`config.mk`:
```
export PLATFORM = sky130hd
export DESIGN_NAME = rr_arbiter_merge_flat
export DESIGN_NICKNAME = d
export VERILOG_FILES = /design/src/rtl/rr_arbiter_merge_pkg.sv /design/src/rtl/rr_arbiter_merge_if.sv /design/src/rtl/rr_arbiter_merge_fifo.sv /design/src/rtl/rr_arbiter_merge.sv /design/src/flat_wrapper.sv
export SDC_FILE = /design/constraint.sdc
export NUM_CORES = 1
export LEC_CHECK = 0
export CAP_MARGIN = 20
export CORE_UTILIZATION = 43
export CTS_CLUSTER_SIZE = 28
export DETAILED_ROUTE_END_ITERATION = 10
export PLACE_DENSITY = 0.79
export SLEW_MARGIN = 10
export SYNTH_ARGS = -nofsm -noshare
export SYNTH_HDL_FRONTEND = slang
export SYNTH_SLANG_ARGS = --single-unit
export TNS_END_PERCENT = 20
```
`constraint.sdc`:
```
create_clock -name clk -period 3.6 [get_ports clk]
set_input_delay 0.54 -clock clk [delete_from_list [all_inputs] [get_ports clk]]
set_output_delay 0.54 -clock clk [all_outputs]
set_load 0.05 [all_outputs]
```
`src/rtl/rr_arbiter_merge_pkg.sv`:
```
// Shared types and helpers for the SNN network-on-chip arbitration blocks.
package snn_noc_pkg;

   typedef enum logic [1:0] {
      ARB_RR    = 2'd0,
      ARB_FIXED = 2'd1,
      ARB_RAND  = 2'd2
   } arb_mode_e;

   // Right-shifting Galois form of x^16 + x^14 + x^13 + x^11 + 1
   localparam logic [15:0] LFSR_POLY = 16'hB400;
   localparam int          MAX_IN    = 16;

   // Index of the first set bit of req[n-1:0], searching upward from start with wrap-around.
   function automatic logic [3:0] rot_first_one(input logic [MAX_IN-1:0] req,
                                                 input logic [3:0]        start,
                                                 input int                n);
      logic [3:0] res;
      logic       found;
      int         s;
      res   = start;
      found = 1'b0;
      for (int k = 0; k < MAX_IN; k++) begin
         s = int'(start) + k;
         if (s >= n) s = s - n;
         if ((k < n) && !found && req[4'(s)]) begin
            res   = 4'(s);
            found = 1'b1;
         end
      end
      return res;
   endfunction

endpackage

```
`src/rtl/rr_arbiter_merge_if.sv`:
```
// Request side and output side of the arbitrating merge, grouped as one bundle.
interface rr_arbiter_merge_if #(
   parameter int NUM_IN    = 4,
   parameter int WIDTH     = 12,
   parameter int OUT_DEPTH = 2
);
   localparam int IDX_W = $clog2(NUM_IN);
   localparam int OCC_W = $clog2(OUT_DEPTH + 1);

   logic [NUM_IN-1:0]       in_valid;
   logic [NUM_IN*WIDTH-1:0] in_data;
   logic [NUM_IN-1:0]       in_ready;
   logic                    out_valid;
   logic [WIDTH-1:0]        out_data;
   logic [IDX_W-1:0]        out_src;
   logic                    out_ready;
   logic [OCC_W-1:0]        occupancy;

   modport master (output in_valid, in_data, out_ready,
                   input  in_ready, out_valid, out_data, out_src, occupancy);

   modport slave  (input  in_valid, in_data, out_ready,
                   output in_ready, out_valid, out_data, out_src, occupancy);
endinterface

```
`src/rtl/rr_arbiter_merge_fifo.sv`:
```
// Small output FIFO; depth need not be a power of two. Pushes are only issued when a slot exists.
module arb_fifo #(
   parameter  int W     = 16,
   parameter  int DEPTH = 2,
   localparam int CNT_W = $clog2(DEPTH + 1),
   localparam int PTR_W = (DEPTH > 1) ? $clog2(DEPTH) : 1
) (
   input  logic             clk,
   input  logic             rst_n,
   input  logic             push,
   input  logic             pop,
   input  logic [W-1:0]     wrData,
   output logic [W-1:0]     rdData,
   output logic             full,
   output logic             empty,
   output logic [CNT_W-1:0] count
);
   logic [W-1:0]     mem [DEPTH];
   logic [PTR_W-1:0] wrPtr, rdPtr;
   logic             doPush, doPop;

   function automatic logic [PTR_W-1:0] incPtr(input logic [PTR_W-1:0] p);
      return (p == PTR_W'(DEPTH - 1)) ? '0 : p + 1'b1;
   endfunction

   assign empty  = (count == '0);
   assign full   = (count == CNT_W'(DEPTH));
   assign doPop  = pop && !empty;
   assign doPush = push && (!full || doPop);
   assign rdData = mem[rdPtr];

   always_ff @(posedge clk or negedge rst_n) begin
      if (!rst_n) begin
         wrPtr <= '0;
         rdPtr <= '0;
         count <= '0;
         for (int i = 0; i < DEPTH; i++) mem[i] <= '0;
      end else begin
         if (doPush) begin
            mem[wrPtr] <= wrData;
            wrPtr      <= incPtr(wrPtr);
         end
         if (doPop) rdPtr <= incPtr(rdPtr);
         case ({doPush, doPop})
            2'b10:   count <= count + 1'b1;
            2'b01:   count <= count - 1'b1;
            default: count <= count;
         endcase
      end
   end
endmodule

```
`src/rtl/rr_arbiter_merge.sv`:
```
// N-input arbitrating merge: combinational grant by policy, winner and its index buffered in arb_fifo.
module rr_arbiter_merge
   import snn_noc_pkg::*;
#(
   parameter  int          NUM_IN    = 4,
   parameter  int          WIDTH     = 12,
   parameter  int          OUT_DEPTH = 2,
   parameter  int          MODE      = 0,
   parameter  logic [15:0] LFSR_SEED = 16'hACE1,
   localparam int          IDX_W     = $clog2(NUM_IN)
) (
   input  logic             clk,
   input  logic             rst_n,
   rr_arbiter_merge_if.slave bus
);
   localparam arb_mode_e POLICY = arb_mode_e'(MODE);

   logic [IDX_W-1:0]       ptr, start, grantIdx, lfsrIdx;
   logic [15:0]            lfsr;
   logic                   space, grant, fifoFull, fifoEmpty;
   logic [WIDTH-1:0]       winData;
   logic [IDX_W+WIDTH-1:0] headWord;

   assign lfsrIdx = lfsr[IDX_W-1:0];

   always_comb begin
      start = '0;
      case (POLICY)
         ARB_RR:   start = ptr;
         ARB_RAND: start = (int'(lfsrIdx) >= NUM_IN) ? lfsrIdx - IDX_W'(NUM_IN) : lfsrIdx;
         default:  start = '0;
      endcase
   end

   // A simultaneous pop frees the slot this cycle's winner will occupy.
   assign space    = !fifoFull || (bus.out_valid && bus.out_ready);
   assign grant    = rst_n && space && (|bus.in_valid);
   assign grantIdx = IDX_W'(rot_first_one(16'(bus.in_valid), 4'(start), NUM_IN));
   assign bus.in_ready = grant ? (NUM_IN'(1) << grantIdx) : '0;

   always_comb begin
      winData = '0;
      for (int i = 0; i < NUM_IN; i++)
         if (grantIdx == IDX_W'(i)) winData = bus.in_data[i*WIDTH +: WIDTH];
   end

   always_ff @(posedge clk or negedge rst_n) begin
      if (!rst_n) begin
         ptr  <= '0;
         lfsr <= LFSR_SEED;
      end else begin
         lfsr <= {1'b0, lfsr[15:1]} ^ (lfsr[0] ? LFSR_POLY : 16'h0000);
         if (grant && (POLICY == ARB_RR))
            ptr <= (grantIdx == IDX_W'(NUM_IN - 1)) ? '0 : grantIdx + 1'b1;
      end
   end

   arb_fifo #(
      .W     (IDX_W + WIDTH),
      .DEPTH (OUT_DEPTH)
   ) u_fifo (
      .clk    (clk),
      .rst_n  (rst_n),
      .push   (grant),
      .pop    (bus.out_ready),
      .wrData ({grantIdx, winData}),
      .rdData (headWord),
      .full   (fifoFull),
      .empty  (fifoEmpty),
      .count  (bus.occupancy)
   );

   assign bus.out_valid = !fifoEmpty;
   assign {bus.out_src, bus.out_data} = headWord;
endmodule

```
`src/flat_wrapper.sv`:
```
// flat-port wrapper written by rule: the top's interface ports become plain ports
module rr_arbiter_merge_flat import snn_noc_pkg::*;
#(
   parameter  int          NUM_IN    = 4,
   parameter  int          WIDTH     = 12,
   parameter  int          OUT_DEPTH = 2,
   parameter  int          MODE      = 0,
   parameter  logic [15:0] LFSR_SEED = 16'hACE1,
   localparam int          IDX_W     = $clog2(NUM_IN)
)
  (clk, rst_n, bus_in_valid, bus_in_data, bus_out_ready, bus_in_ready, bus_out_valid, bus_out_data, bus_out_src, bus_occupancy);
  rr_arbiter_merge_if #(.NUM_IN(NUM_IN), .WIDTH(WIDTH), .OUT_DEPTH(OUT_DEPTH)) bus_i ();
  input  logic clk;
  input  logic rst_n;
  input wire logic [$bits(bus_i.in_valid)-1:0] bus_in_valid;
  input wire logic [$bits(bus_i.in_data)-1:0] bus_in_data;
  input wire logic [$bits(bus_i.out_ready)-1:0] bus_out_ready;
  output wire logic [$bits(bus_i.in_ready)-1:0] bus_in_ready;
  output wire logic [$bits(bus_i.out_valid)-1:0] bus_out_valid;
  output wire logic [$bits(bus_i.out_data)-1:0] bus_out_data;
  output wire logic [$bits(bus_i.out_src)-1:0] bus_out_src;
  output wire logic [$bits(bus_i.occupancy)-1:0] bus_occupancy;
  assign bus_i.in_valid = bus_in_valid;
  assign bus_i.in_data = bus_in_data;
  assign bus_i.out_ready = bus_out_ready;
  assign bus_in_ready = bus_i.in_ready;
  assign bus_out_valid = bus_i.out_valid;
  assign bus_out_data = bus_i.out_data;
  assign bus_out_src = bus_i.out_src;
  assign bus_occupancy = bus_i.occupancy;
  rr_arbiter_merge #(.NUM_IN(NUM_IN), .WIDTH(WIDTH), .OUT_DEPTH(OUT_DEPTH), .MODE(MODE), .LFSR_SEED(LFSR_SEED)) u_core (.clk(clk), .rst_n(rst_n), .bus(bus_i));
endmodule
```
==> results.yml <==
die:
  die_y_microns: 74.97
  ioPinCount: 76
  design.die.area_sq_um: 5621
  rows: 26
  core_sq_um: 5107
  dieWidth_microns: 74.97
  start_util_pct: 44.83
synthesis:
  synthTopCellsByCount: "34 x dfrtp_1, 25 x o21ai_0, 22 x nand2_1, 21 x mux2_2, 17 x nor2_1"
  synth_seq_cells: 34
  synth-main-ff-cell: "dfrtp_1"
  syn-cell-area_sq_um: 2290
  syn_nets: 299
  syn_area_per_cell_sq_um: 9.743
  synth_cell_type_count: 44
  synth_edf_count: 0
  async_flop_share_pct: 100.0
  yosys.area.top_type: "dfrtp_1"
  yosysSeqAreaShare_pct: 37.16
  synth.top_cell.area_share_pct: 37.16
  synth_cells: 235
  yosys_warnings: 0
  synth_most_common_cell: "dfrtp_1"
  synth_area_leaders: "dfrtp_1 37%, mux2_2 10%, mux2i_1 6.1%"
routing:
  vias: 2017
  vias_per_cell: 5.225
  drt_iter0_drc: 88
  final_antenna_net_count: 0
  routed_wl_microns: 5760
  firstDrtPassIters: 4
  drc_errors: 0
  wl_per_cell_microns: 14.92
hold_path:
  hold_depth: 2
  hold_path_end: "u_core.u_fifo.mem[5]"
  min-delay-path-class: "flop to flop"
  min-delay-start: "u_core.u_fifo.mem[5]"
timing:
  min_period_over_period_pct: 94.17
  post-route-min-period_ns: 3.390
  max_freq_mhz: 295.0
  slew_headroom_pct: 31.21
  finalMaxSlewViolations: 0
  skew_ns: 0.005711
  hold_violations: 0
  tns_ns: 0
  worstMarginPinSlew_ns: 1.031
  grt_setup_unrepaired: "false"
  report.final.setup_viol: 0
clock_tree:
  cts_sinks: 34
  htreeDepth: 2
  cts_buffers: 5
  root_buffer: "clkbuf_8"
  clk_pin_slew_ns: 0.07
  clk-insertion-delay-late_ns: 0.29
  ctsHoldBuffers: 0
  cts.path.max_buffers: 2
  tritoncts: "built"
global_route:
  overflow: 0
  first_global_vias: 1836
  grt_pass1_wl_microns: 8956
  grtUsageTotal_pct: 21.31
  antenna_found_initial: 0
  grt_max_degree: 35
critical_path:
  slowest_delay_ns: 0.46
  crit_slowest_cell: "or4b_1"
  startpoint: "bus_in_valid[0]"
  rrSetupSlack_ns: 0.33
  r2r_cells: 16
  crit_buf_inv: 4
  crit_required_ns: 3.06
  endpoint_kind: "primary output"
  worstPathCellList: "clkdlybuf4s50_1, buf_4, mux2i_1, a22oi_1, nor2_1, or4b_1, o21ai_2, buf_4, ha_1, and2_1, buf_12"
  crit_fanout: 5
  critPathKind: "input pin to primary output"
  timing.rr.start: "u_core.ptr[0]"
  worst_ep_arrival_time_ns: 2.85
  crit_path_frequent_cell: "buf_4"
  cpLargestDelayFamily: "buffers and inverters"
  regToRegEndpoint: "u_core.u_fifo.mem[10]"
  start_kind: "input pin"
placed_design:
  io_buffers: 75
  dp_hpwl_microns: 4406
  gp_congestion: 0.8921
finish:
  diodes: 0
  drive_above_1_share_pct: 19.62
  area_growth_pct: 43.88
  final_nets: 379
run:
  max-cap-violations: 0
outcome:
  status: "finished clean"
## worst max-delay path by stage
| stage | endpoint | depth (start not counted) |
|---|---|---|
| final | bus_in_ready[2] | 11 |
| after global routing | bus_in_ready[2] | 11 |
| after detailed placement | u_core.u_fifo.mem[10] | 14 |
| after CTS | bus_in_ready[1] | 11 |
| after global placement | u_core.u_fifo.mem[10] | 14 |
| after floorplan | bus_in_ready[3] | 12 |
## layout make-up
cell class	instances	area, sq um
Clock buffer	6	82.58
Clock inverter	2	12.51
Tap cell	70	87.58
Sequential cell	34	852.1
Fill cell	420	1813
Timing Repair Buffer	89	908.4
Inverter	6	27.53
Multi-Input combinational cell	179	1324
## worst register-to-register path, cell delays in order (launching register included)
cell,delay [ns]
dfrtp_1,0.51
inv_1,0.10
ha_1,0.36
inv_1,0.14
a21oi_2,0.08
a221o_1,0.30
a32oi_1,0.24
o21ai_2,0.10
inv_1,0.09
ha_2,0.25
nor2b_1,0.06
buf_4,0.18
a22oi_1,0.15
nor2_1,0.06
a21oi_1,0.10
o21ai_0,0.15
mux2_2,0.30
## stage by stage
stage	util (%)	instances	instance area (sq um)	setup slack [ns]	hold slack, ns
CTS	64.43	386	3291	0.1476	0.4859
finish	64.50	386	3294	0.2099	0.4847
floorplan	-	235	2291	0.04438	0.2444
global placement	62.57	378	3196	0.06422	0.4555
global route	64.50	386	3294	0.03229	0.5198
detailed placement	62.57	378	3196	-0.03357	0.4695
## layer usage
layer | wire (microns) | up-vias | share of wire [%] | global-route usage [%]
met3 | 190 | 5 | 3.3 | 3.481
met1 | 2743 | 959 | 48 | 30.83
met2 | 2791 | 57 | 48 | 33.73
li1 | - | 996 | - | -
met5 | 0 | - | 0 | 0
met4 | 34 | 0 | 0.59 | 4.403
## state kept, by name (all words and copies together) (netlist names)
| register | flops |
|---|---|
| u_core.u_fifo.mem | 28 |
| u_core.u_fifo.rdPtr | 1 |
| u_core.ptr | 2 |
| u_core.u_fifo.wrPtr | 1 |
| u_core.u_fifo.count | 2 |
## cell usage in the layout, fill, tap and decap left out, drive strengths merged, types with 2 or more instances in the layout
cell           instances
clkinv                 2
inv                    5
buf                   18
nand2                 23
a21oi                 16
xnor2                  4
clkdlybuf4s50         71
ha                     9
a22oi                 13
mux2                  26
mux2i                 15
nor2                  18
and2                   5
nor2b                  4
a211oi                 2
dfrtp                 34
o21ai                 26
xor2                   2
clkbuf                 6
## logic make-up after synthesis
| kind of cell | synth area share [%] |
|---|---|
| buf+inv | 5.191 |
| mux | 21.53 |
| compound gates | 17.32 |
| fa+ha+maj | 4.918 |
| flops | 37.16 |
| simple gates | 11.59 |
| xor+xnor | 2.295 |
## timing repair
item / 4_1_cts / 5_1_grt
hold endpoints to repair: 0 / 0
resized for setup: 0 / 2
buffers inserted: 0 / 0
setup endpoints to repair: 0 / 12
Power is left out: the tool's default activity adds up to more than one toggle a clock period on the data nets, which glitch-free logic cannot reach.
